<file path="src/rtl/approx1_pkg.sv">
`default_nettype none
// ============================================================================
// Module   : approx1_pkg
// Purpose  : Shared widths, operand/product types and the column-OR helper
//            for the approx1 approximate multiplier.
// Revision : 1.0 - initial release
// ============================================================================
package approx1_pkg;

    localparam int OP_W            = 8;
    localparam int RES_W           = 16;
    localparam int APPROX_COLS_DEF = 4;

    typedef logic [OP_W-1:0]  operand_t;
    typedef logic [RES_W-1:0] product_t;

    // OR of every partial product a[i]&b[j] that lands in column k.
    function automatic logic col_or(input operand_t a, input operand_t b, input int k);
        logic r;
        r = 1'b0;
        for (int i = 0; i < OP_W; i++) begin
            if ((k - i) >= 0 && (k - i) < OP_W) begin
                r = r | (a[3'(i)] & b[3'(k - i)]);
            end
        end
        return r;
    endfunction

endpackage
`default_nettype wire

</file>
<file path="src/rtl/approx1_ppa.sv">
`default_nettype none
// ============================================================================
// Module   : approx1_ppa
// Purpose  : Combinational partial-product array: OR-compressed low columns,
//            exact carry-save summation of the remaining columns.
// Revision : 1.0 - initial release
// ============================================================================
module approx1_ppa
    import approx1_pkg::*;
#(
    parameter int APPROX_COLS = APPROX_COLS_DEF
) (
    input  operand_t a,
    input  operand_t b,
    output product_t c
);

    localparam product_t c_lo_mask = product_t'((32'd1 << APPROX_COLS) - 32'd1);

    product_t w_row [OP_W];
    product_t w_sum [OP_W-1];
    product_t w_cry [OP_W-1];
    product_t w_high;
    product_t w_low;

    // Each row holds one multiplier bit's partial products, low columns removed.
    generate
        for (genvar i = 0; i < OP_W; i++) begin : g_row
            assign w_row[i] = (product_t'(a & {OP_W{b[i]}}) << i) & ~c_lo_mask;
        end
    endgenerate

    assign w_sum[0] = w_row[0];
    assign w_cry[0] = w_row[1];

    // Linear 3:2 chain; the true total fits in 16 bits, so dropping the
    // carry out of bit 15 keeps the final sum exact.
    generate
        for (genvar k = 0; k < OP_W - 2; k++) begin : g_csa
            assign w_sum[k+1] = w_sum[k] ^ w_cry[k] ^ w_row[k+2];
            assign w_cry[k+1] = ((w_sum[k] & w_cry[k]) |
                                 (w_sum[k] & w_row[k+2]) |
                                 (w_cry[k] & w_row[k+2])) << 1;
        end
    endgenerate

    assign w_high = w_sum[OP_W-2] + w_cry[OP_W-2];

    generate
        for (genvar k = 0; k < RES_W; k++) begin : g_col
            if (k < APPROX_COLS) begin : g_or
                assign w_low[k] = col_or(a, b, k);
            end else begin : g_exact
                assign w_low[k] = 1'b0;
            end
        end
    endgenerate

    assign c = w_high | w_low;

endmodule
`default_nettype wire

</file>
<file path="src/rtl/approx1.sv">
`default_nettype none
// ============================================================================
// Module   : approx1
// Purpose  : 8x8 unsigned approximate multiplier, registered output.
//            Define APPROX1_PIPE_EN to add an input register stage (latency 2).
// Revision : 1.0 - initial release
// ============================================================================
module approx1
    import approx1_pkg::*;
#(
    parameter int APPROX_COLS = APPROX_COLS_DEF
) (
    input  logic              clk,
    input  logic              rst,
    input  logic              in_valid,
    input  logic [OP_W-1:0]   a,
    input  logic [OP_W-1:0]   b,
    output logic              out_valid,
    output logic [RES_W-1:0]  c
);

    operand_t w_a;
    operand_t w_b;
    logic     w_valid;
    product_t w_prod;
    product_t r_c;
    logic     r_out_valid;

`ifdef APPROX1_PIPE_EN
    operand_t r_a;
    operand_t r_b;
    logic     r_in_valid;

    always_ff @(posedge clk) begin
        if (rst) begin
            r_a        <= '0;
            r_b        <= '0;
            r_in_valid <= 1'b0;
        end else begin
            r_a        <= a;
            r_b        <= b;
            r_in_valid <= in_valid;
        end
    end

    assign w_a     = r_a;
    assign w_b     = r_b;
    assign w_valid = r_in_valid;
`else
    assign w_a     = a;
    assign w_b     = b;
    assign w_valid = in_valid;
`endif

    approx1_ppa #(
        .APPROX_COLS (APPROX_COLS)
    ) u_ppa (
        .a (w_a),
        .b (w_b),
        .c (w_prod)
    );

    // c holds its last result across idle cycles.
    always_ff @(posedge clk) begin
        if (rst) begin
            r_c         <= '0;
            r_out_valid <= 1'b0;
        end else begin
            r_out_valid <= w_valid;
            if (w_valid) begin
                r_c <= w_prod;
            end
        end
    end

    assign c         = r_c;
    assign out_valid = r_out_valid;

endmodule
`default_nettype wire

</file>
<file path="config.mk">
export PLATFORM = sky130hd
export DESIGN_NAME = approx1
export DESIGN_NICKNAME = d
export VERILOG_FILES = /design/src/rtl/approx1_pkg.sv /design/src/rtl/approx1_ppa.sv /design/src/rtl/approx1.sv
export SDC_FILE = /design/constraint.sdc
export NUM_CORES = 1
export LEC_CHECK = 0
export ABC_AREA = 1
export BUFFER_PORTS_ARGS = -buffer_cell sky130_fd_sc_hd__buf_2
export CAP_MARGIN = 20
export CORE_MARGIN = 4
export CORE_UTILIZATION = 51
export CTS_CLUSTER_DIAMETER = 40
export DETAILED_ROUTE_END_ITERATION = 8
export MAX_ROUTING_LAYER = met4
export PLACE_DENSITY = 0.81
export SLEW_MARGIN = 20
export SYNTH_ARGS = -nofsm -noshare
export SYNTH_HDL_FRONTEND = slang
export SYNTH_SLANG_ARGS = --single-unit
</file>
<file path="constraint.sdc">
create_clock -name clk -period 5.56 [get_ports clk]
set_input_delay 1.112 -clock clk [delete_from_list [all_inputs] [get_ports clk]]
set_output_delay 1.112 -clock clk [all_outputs]
set_load 0.01 [all_outputs]
</file>
Word-level counts from Yosys, hierarchy flattened
Cells that the tools add are included.
{"block": "totals", "register_bits": 17, "latch_bits": 0, "ramBits": 0, "rom_bits": 0, "inputBits": 19, "out_inout_bits": 17, "elab_cells": 70, "memories": 0}
{"block": "op_classes", "n_addsub": 1, "n_mul": 0, "div": 0, "order_cmp": 0, "n_eq_ne": 0, "shift": 0, "n_mux": 0, "n_bitwise": 67, "n_reduce_logical": 0}
{"cell": "bitwise AND 15 bit", "count": 18}
{"cell": "bitwise OR 15 bit", "count": 12}
{"cell": "bitwise XOR 16 bit", "count": 7}
{"cell": "bitwise AND 8 bit", "count": 8}
{"cell": "adder 16 bit", "count": 1}
{"cell": "bitwise OR 16 x 4 -> 16 bit", "count": 1}
{"cell": "bitwise XOR 16 x 10 -> 16 bit", "count": 1}
{"cell": "bitwise XOR 16 x 11 -> 16 bit", "count": 1}
{"cell": "bitwise XOR 16 x 12 -> 16 bit", "count": 1}
{"cell": "bitwise XOR 16 x 13 -> 16 bit", "count": 1}
{"cell": "bitwise XOR 16 x 14 -> 16 bit", "count": 1}
{"cell": "bitwise AND 1 bit", "count": 10}
{"cell": "bitwise OR 1 bit", "count": 6}

Longest topological paths before layout
{"block": "logic_depth", "ltp_word": 21, "depth_mapped": 21, "mapped_depth_nobuf": 20}

Hierarchy
From an unflattened synthesis, not the netlist that was laid out.
{"block": "unflattened", "hier_cells": 309, "area_unflattened_um2": 2275.9}
{"module": "approx1_ppa", "n_inst": 1, "cells_each": 204, "area_per_inst_um2": 1508.9, "seq_area_each_um2": 0.0}
{"module": "approx1", "n_inst": 1, "cells_each": 105, "area_per_inst_um2": 767.0, "seq_area_each_um2": 340.3}

Least setup slack after synthesis
OpenSTA, ideal clock, no wires.
{"block": "synth_path", "path_type": "input port to flip-flop", "startpoint": "in a[3]", "endpoint": "reg r_c[12], in the netlist c[12]", "setup_ns": 0.109, "arrival_time_ns": 5.370, "required_time_ns": 5.451, "slack_ns": 0.081, "path_stages": 20, "n_path_buf": 1, "path_cell_list": "clkbuf_1 nand2_1 fa_1 inv_1 fa_1 inv_1 fa_1 fa_1 fa_1 fa_1 inv_1 ha_1 fa_1 nand2_1 nand2_1 nand2_1 xor2_1 nand2_1 nand2_1 inv_1"}
{"block": "synth_between", "elab_chain_cells": 21, "elab_cells_between_ends": 51, "classes_between": "1 x add/sub; 50 x bitwise"}
{"item": "start: declaration", "line": "approx1.sv:16", "source": "input logic [OP_W-1:0] a,"}
{"item": "bitwise AND 8 bit", "line": "approx1_ppa.sv:29", "source": "assign w_row[i] = (product_t'(a & {OP_W{b[i]}}) << i) & ~c_lo_mask;"}
{"item": "bitwise AND 15 bit (on tied branches)", "line": "approx1_ppa.sv:41, approx1_ppa.sv:42"}
{"item": "bitwise OR 15 bit", "line": "approx1_ppa.sv:41", "source": "assign w_cry[k+1] = ((w_sum[k] & w_cry[k]) |"}
{"item": "bitwise OR 15 bit", "line": "approx1_ppa.sv:42", "source": "(w_sum[k] & w_row[k+2]) |"}
{"item": "bitwise AND 15 bit", "line": "approx1_ppa.sv:41"}
{"item": "bitwise OR 15 bit", "line": "approx1_ppa.sv:41"}
{"item": "bitwise OR 15 bit", "line": "approx1_ppa.sv:42"}
{"item": "bitwise AND 15 bit", "line": "approx1_ppa.sv:41"}
{"item": "(+5 left out)"}
{"item": "bitwise AND 15 bit", "line": "approx1_ppa.sv:41"}
{"item": "bitwise OR 15 bit", "line": "approx1_ppa.sv:41"}
{"item": "bitwise OR 15 bit", "line": "approx1_ppa.sv:42"}
{"item": "bitwise AND 15 bit", "line": "approx1_ppa.sv:41"}
{"item": "bitwise OR 15 bit", "line": "approx1_ppa.sv:41"}
{"item": "bitwise OR 15 bit", "line": "approx1_ppa.sv:42"}
{"item": "adder 16 bit (*)", "line": "approx1_ppa.sv:47", "source": "assign w_high = w_sum[OP_W-2] + w_cry[OP_W-2];"}
{"item": "bitwise OR 16 x 4 -> 16 bit (*)", "line": "approx1_ppa.sv:59", "source": "assign c = w_high | w_low;"}
{"item": "end signal: assignment", "line": "approx1.sv:71", "source": "r_c <= w_prod;"}
{"item": "end: declaration", "line": "approx1.sv:26", "source": "product_t r_c;"}
Every way passes the cells marked *; elsewhere a longest branch is shown, timed or not.
A chain may end at the register's enable or synchronous reset.

Final worst setup path
{"block": "layout_path", "startpoint": "in b[2]", "endpoint": "reg r_c[12], in the netlist c[12]"}
{"block": "layout_between", "elab_chain_cells": 21, "elab_cells_between_ends": 43, "classes_between": "1 x add/sub; 42 x bitwise"}
{"item": "start: declaration", "line": "approx1.sv:17", "source": "input logic [OP_W-1:0] b,"}
{"item": "bitwise AND 8 bit (*)", "line": "approx1_ppa.sv:29"}
{"item": "bitwise AND 15 bit", "line": "approx1_ppa.sv:42"}
{"item": "bitwise OR 15 bit", "line": "approx1_ppa.sv:41"}
{"item": "bitwise OR 15 bit", "line": "approx1_ppa.sv:42"}
{"item": "bitwise AND 15 bit", "line": "approx1_ppa.sv:41"}
{"item": "bitwise OR 15 bit", "line": "approx1_ppa.sv:41"}
{"item": "bitwise OR 15 bit", "line": "approx1_ppa.sv:42"}
{"item": "bitwise AND 15 bit", "line": "approx1_ppa.sv:41"}
{"item": "(+5 left out)"}
{"item": "bitwise AND 15 bit", "line": "approx1_ppa.sv:41"}
{"item": "bitwise OR 15 bit", "line": "approx1_ppa.sv:41"}
{"item": "bitwise OR 15 bit", "line": "approx1_ppa.sv:42"}
{"item": "bitwise AND 15 bit", "line": "approx1_ppa.sv:41"}
{"item": "bitwise OR 15 bit", "line": "approx1_ppa.sv:41"}
{"item": "bitwise OR 15 bit", "line": "approx1_ppa.sv:42"}
{"item": "adder 16 bit (*)", "line": "approx1_ppa.sv:47"}
{"item": "bitwise OR 16 x 4 -> 16 bit (*)", "line": "approx1_ppa.sv:59"}
Marked as above.

==> results.toml <==
[setup_path]
worstSetupPathType = "in2reg"
cp-end-kind = "flip-flop"
reg2regPathDepth = 2
worstReg2RegStart = "c[3]"
crit_chain = "clkbuf_4 -> nand2_1 -> fa_1 -> fa_1 -> fa_1 -> fa_1 -> fa_1 -> fa_1 -> inv_1 -> ha_1 -> fa_1 -> nand2_1 -> nand2_1 -> nand2_1 -> xor2_1 -> nand2_1 -> nand2_1 -> inv_1"
required_ps = 5710
arrival_ps = 5440
worst_path_max_delay_cell = "fa_1"
crit_top_cell = "fa_1"
crit_fanout = 8
r2r_setup_slack_ps = 4890
cp-start-kind = "primary input"
cpPeakStageDelay_ps = 540
r2r-end = "c[3]"

[timing]
rsz0062_at_grt = "false"
skew_ps = 0
clock.fmax_mhz = 189
finalMaxSlewViolations = 0
tightest_slew_ps = 367
period_minus_slack_ps = 5280
post-route-period-util_pct = 95.0
whs_ps = 474
finalSetupViolations = 0
setup_tns_ps = 0
hold_viol_final = 0
slew_headroom_pct = 75.6

[place]
io_buffers = 35
dpl-instance-area_mm2 = 0.00225
gp_congestion = 0.801
post-dp-hpwl_um = 3380

[synth]
ys_ff_latch = 17
syn-instance-count = 267
ys_warn_count = 0
synth_top_cell_by_area = "fa_1"
syn-cell-area_mm2 = 0.00207
synth_seq_area_share_pct = 16.4
synth_fp_nets = 333
synth_top_area_share_pct = 35.7
synth_area_leaders = "fa_1 (36%), dfxtp_1 (16%), nand2_1 (14%)"
synth-edff-count = 0
postSynthAreaPerCell_um2 = 7.77
synth_cell_types = 23
synthMostInstantiatedCell = "nand2_1"
synthArstFlopShare_pct = 0
synth.top_cells.by_count = "nand2_1 (79), inv_1 (43), fa_1 (37), nor2_1 (18), dfxtp_1 (17)"
ys.flop_type = "dfxtp_1"

[clocking]
clk_latency_ps = 250
cts_num_sinks = 17
cts_buffer_depth = 2
root_buffer = "clkbuf_8"
cts_made_buffers = 3
cts_tree = "done"
path_clk_slew_ps = 70
htreeDepth = 1
postCtsSetupBuffers = 0

[floorplan]
rows = 22
initial_utilization_pct = 54.6
die_area_mm2 = 0.00515
die_height_um = 71.8
die_w_um = 71.8
ios = 36
core_area_mm2 = 0.00380

[routing]
vias = 1711
wl_per_cell_um = 11.6
postRouteAntennaNets = 0
drcViolationCount = 0
drt_iter0_markers = 74
drt_wl_total_um = 3950
viasPerCell = 5.03
dr.pass1.iters = 4

[worst_hold_path]
min_to = "c[0]"
hp-start = "c[0]"
worstHoldPathType = "reg2reg"
min_path_cells = 2

[cells_and_area]
n_fill_cell = 363
design_area_mm2 = 0.00230
drive_gt1_share_pct = 18.2
areaGrowthSynthToFinish_pct = 11.0
fin_nets = 359
diodes = 0

[pwr]
p_int_w = 0.000414
netSwitchingFraction_pct = 45.5
p_comb_share_pct = 66.7
p_switching_w = 0.000345
powerDensity_mw_per_mm2 = 329
p_clk_share_pct = 12.2
p_leak_nw = 1.22
max-vdd-ir-drop_uv = 156
seqPwrFrac_pct = 21.2

[global_routing]
grt_max_degree = 24
antenna_found_initial = 0
grt_pass1_vias = 1703
grt.overflow.total = 0
grt_usage_pct = 18.1
grt_first_pass_wirelength_um = 7330

[flow_run]
maxCapViolations = 0

[outcome]
status = "completed"
[cells in the final DEF, fill, tap and decap left out]
| master | count |
|---|---|
| a41oi_1 | 1 |
| nor2_1 | 18 |
| clkbuf_4 | 1 |
| dfxtp_1 | 17 |
| clkbuf_8 | 3 |
| xor2_1 | 2 |
| fa_1 | 36 |
| a211oi_2 | 1 |
| a21oi_1 | 11 |
| o21ai_1 | 5 |
| clkinv_2 | 1 |
| inv_1 | 43 |
| ha_1 | 10 |
| nand2_2 | 2 |
| nand2_1 | 79 |
| nand3_1 | 9 |
| nand3_2 | 1 |
| o21ai_0 | 5 |
| buf_2 | 34 |
| fa_2 | 1 |
| buf_4 | 6 |
| clkinv_1 | 1 |
| inv_2 | 3 |
| o211ai_1 | 1 |
| a31oi_1 | 1 |
[registers in the layout (all words and copies together), names as in the netlist]
name and flops:
c 16, out_valid 1
[stage by stage]
step / instances / setup slack, ps / util, % / power (W)
6_report: 340 / 276 / 60.6 / 0.000758
5_1_grt: 340 / 32.1 / 60.6 / 0.000864
4_1_cts: 340 / 217 / 60.5 / 0.000773
3_5_place_dp: 336 / -45.4 / 59.3 / 0.000679
3_3_place_gp: 336 / 43.9 / 59.3 / 0.000662
2_1_floorplan: 267 / 80.9 / - / 0.000565
[layout make-up]
class                           count  area (um^2)  share of cell area (%)
Timing Repair Buffer               41          223                    9.67
Clock buffer                        3         41.3                    1.79
Multi-Input combinational cell    183         1460                    63.3
Tap cell                           48         60.1                    2.61
Inverter                           47          176                    7.66
Clock inverter                      1         5.00                   0.217
Sequential cell                    17          340                    14.8
[how the worst max path moves through the flow]
stage	end	slack (ps)	depth (start not counted)	startpoint
CTS	c[12]	220	18	b[2]
finish	c[12]	280	18	b[2]
floorplan	c[12]	80	20	a[3]
detailed placement	c[12]	-50	18	b[2]
global route	c[12]	30	18	b[2]
global placement	c[12]	40	18	b[2]
[critical path: cells and delay by family]
kind	cells	cell delay (ps)
xor+xnor	1	140
simple gates	6	430
fa+ha+maj	8	3520
buf+inv	3	230
[power groups by stage]
| stage | Clock, W | Combinational, W | Sequential, W |
|---|---|---|---|
| after global routing | 0.0000986 | 0.000601 | 0.000164 |
| after floorplan | 0 | 0.000389 | 0.000176 |
| after detailed placement | 0 | 0.000515 | 0.000164 |
| final | 0.0000923 | 0.000506 | 0.000161 |
| after CTS | 0.0000950 | 0.000517 | 0.000161 |
| after global placement | 0 | 0.000499 | 0.000163 |
[cells by family after synthesis]
family	Yosys count	synth area share (%)
AOI/OAI and AO/OA	25	6.75
xor gates and xnor gates	2	0.845
adders and majority gates	47	41.7
buffers and inverters	67	13.4
DFF	17	16.4
and+or+nand+nor	109	20.8
[routing by layer]
| metal | up-vias | wire [um] | track usage, % | part of all wire, % |
|---|---|---|---|---|
| li1 | 841 | - | - | - |
| met1 | 828 | 1730 | 23.7 | 44 |
| met2 | 38 | 2010 | 29.6 | 51 |
| met3 | 4 | 182 | 3.93 | 4.6 |
| met4 | 0 | 22 | 2.30 | 0.56 |
| met5 | - | 0 | - | 0 |
[repair_timing]
item	4_1_cts	5_1_grt
endpoints found under the setup margin	0	2
resized for setup	0	2
hold buffers	0	0
(Power assumes the default switching activity.)
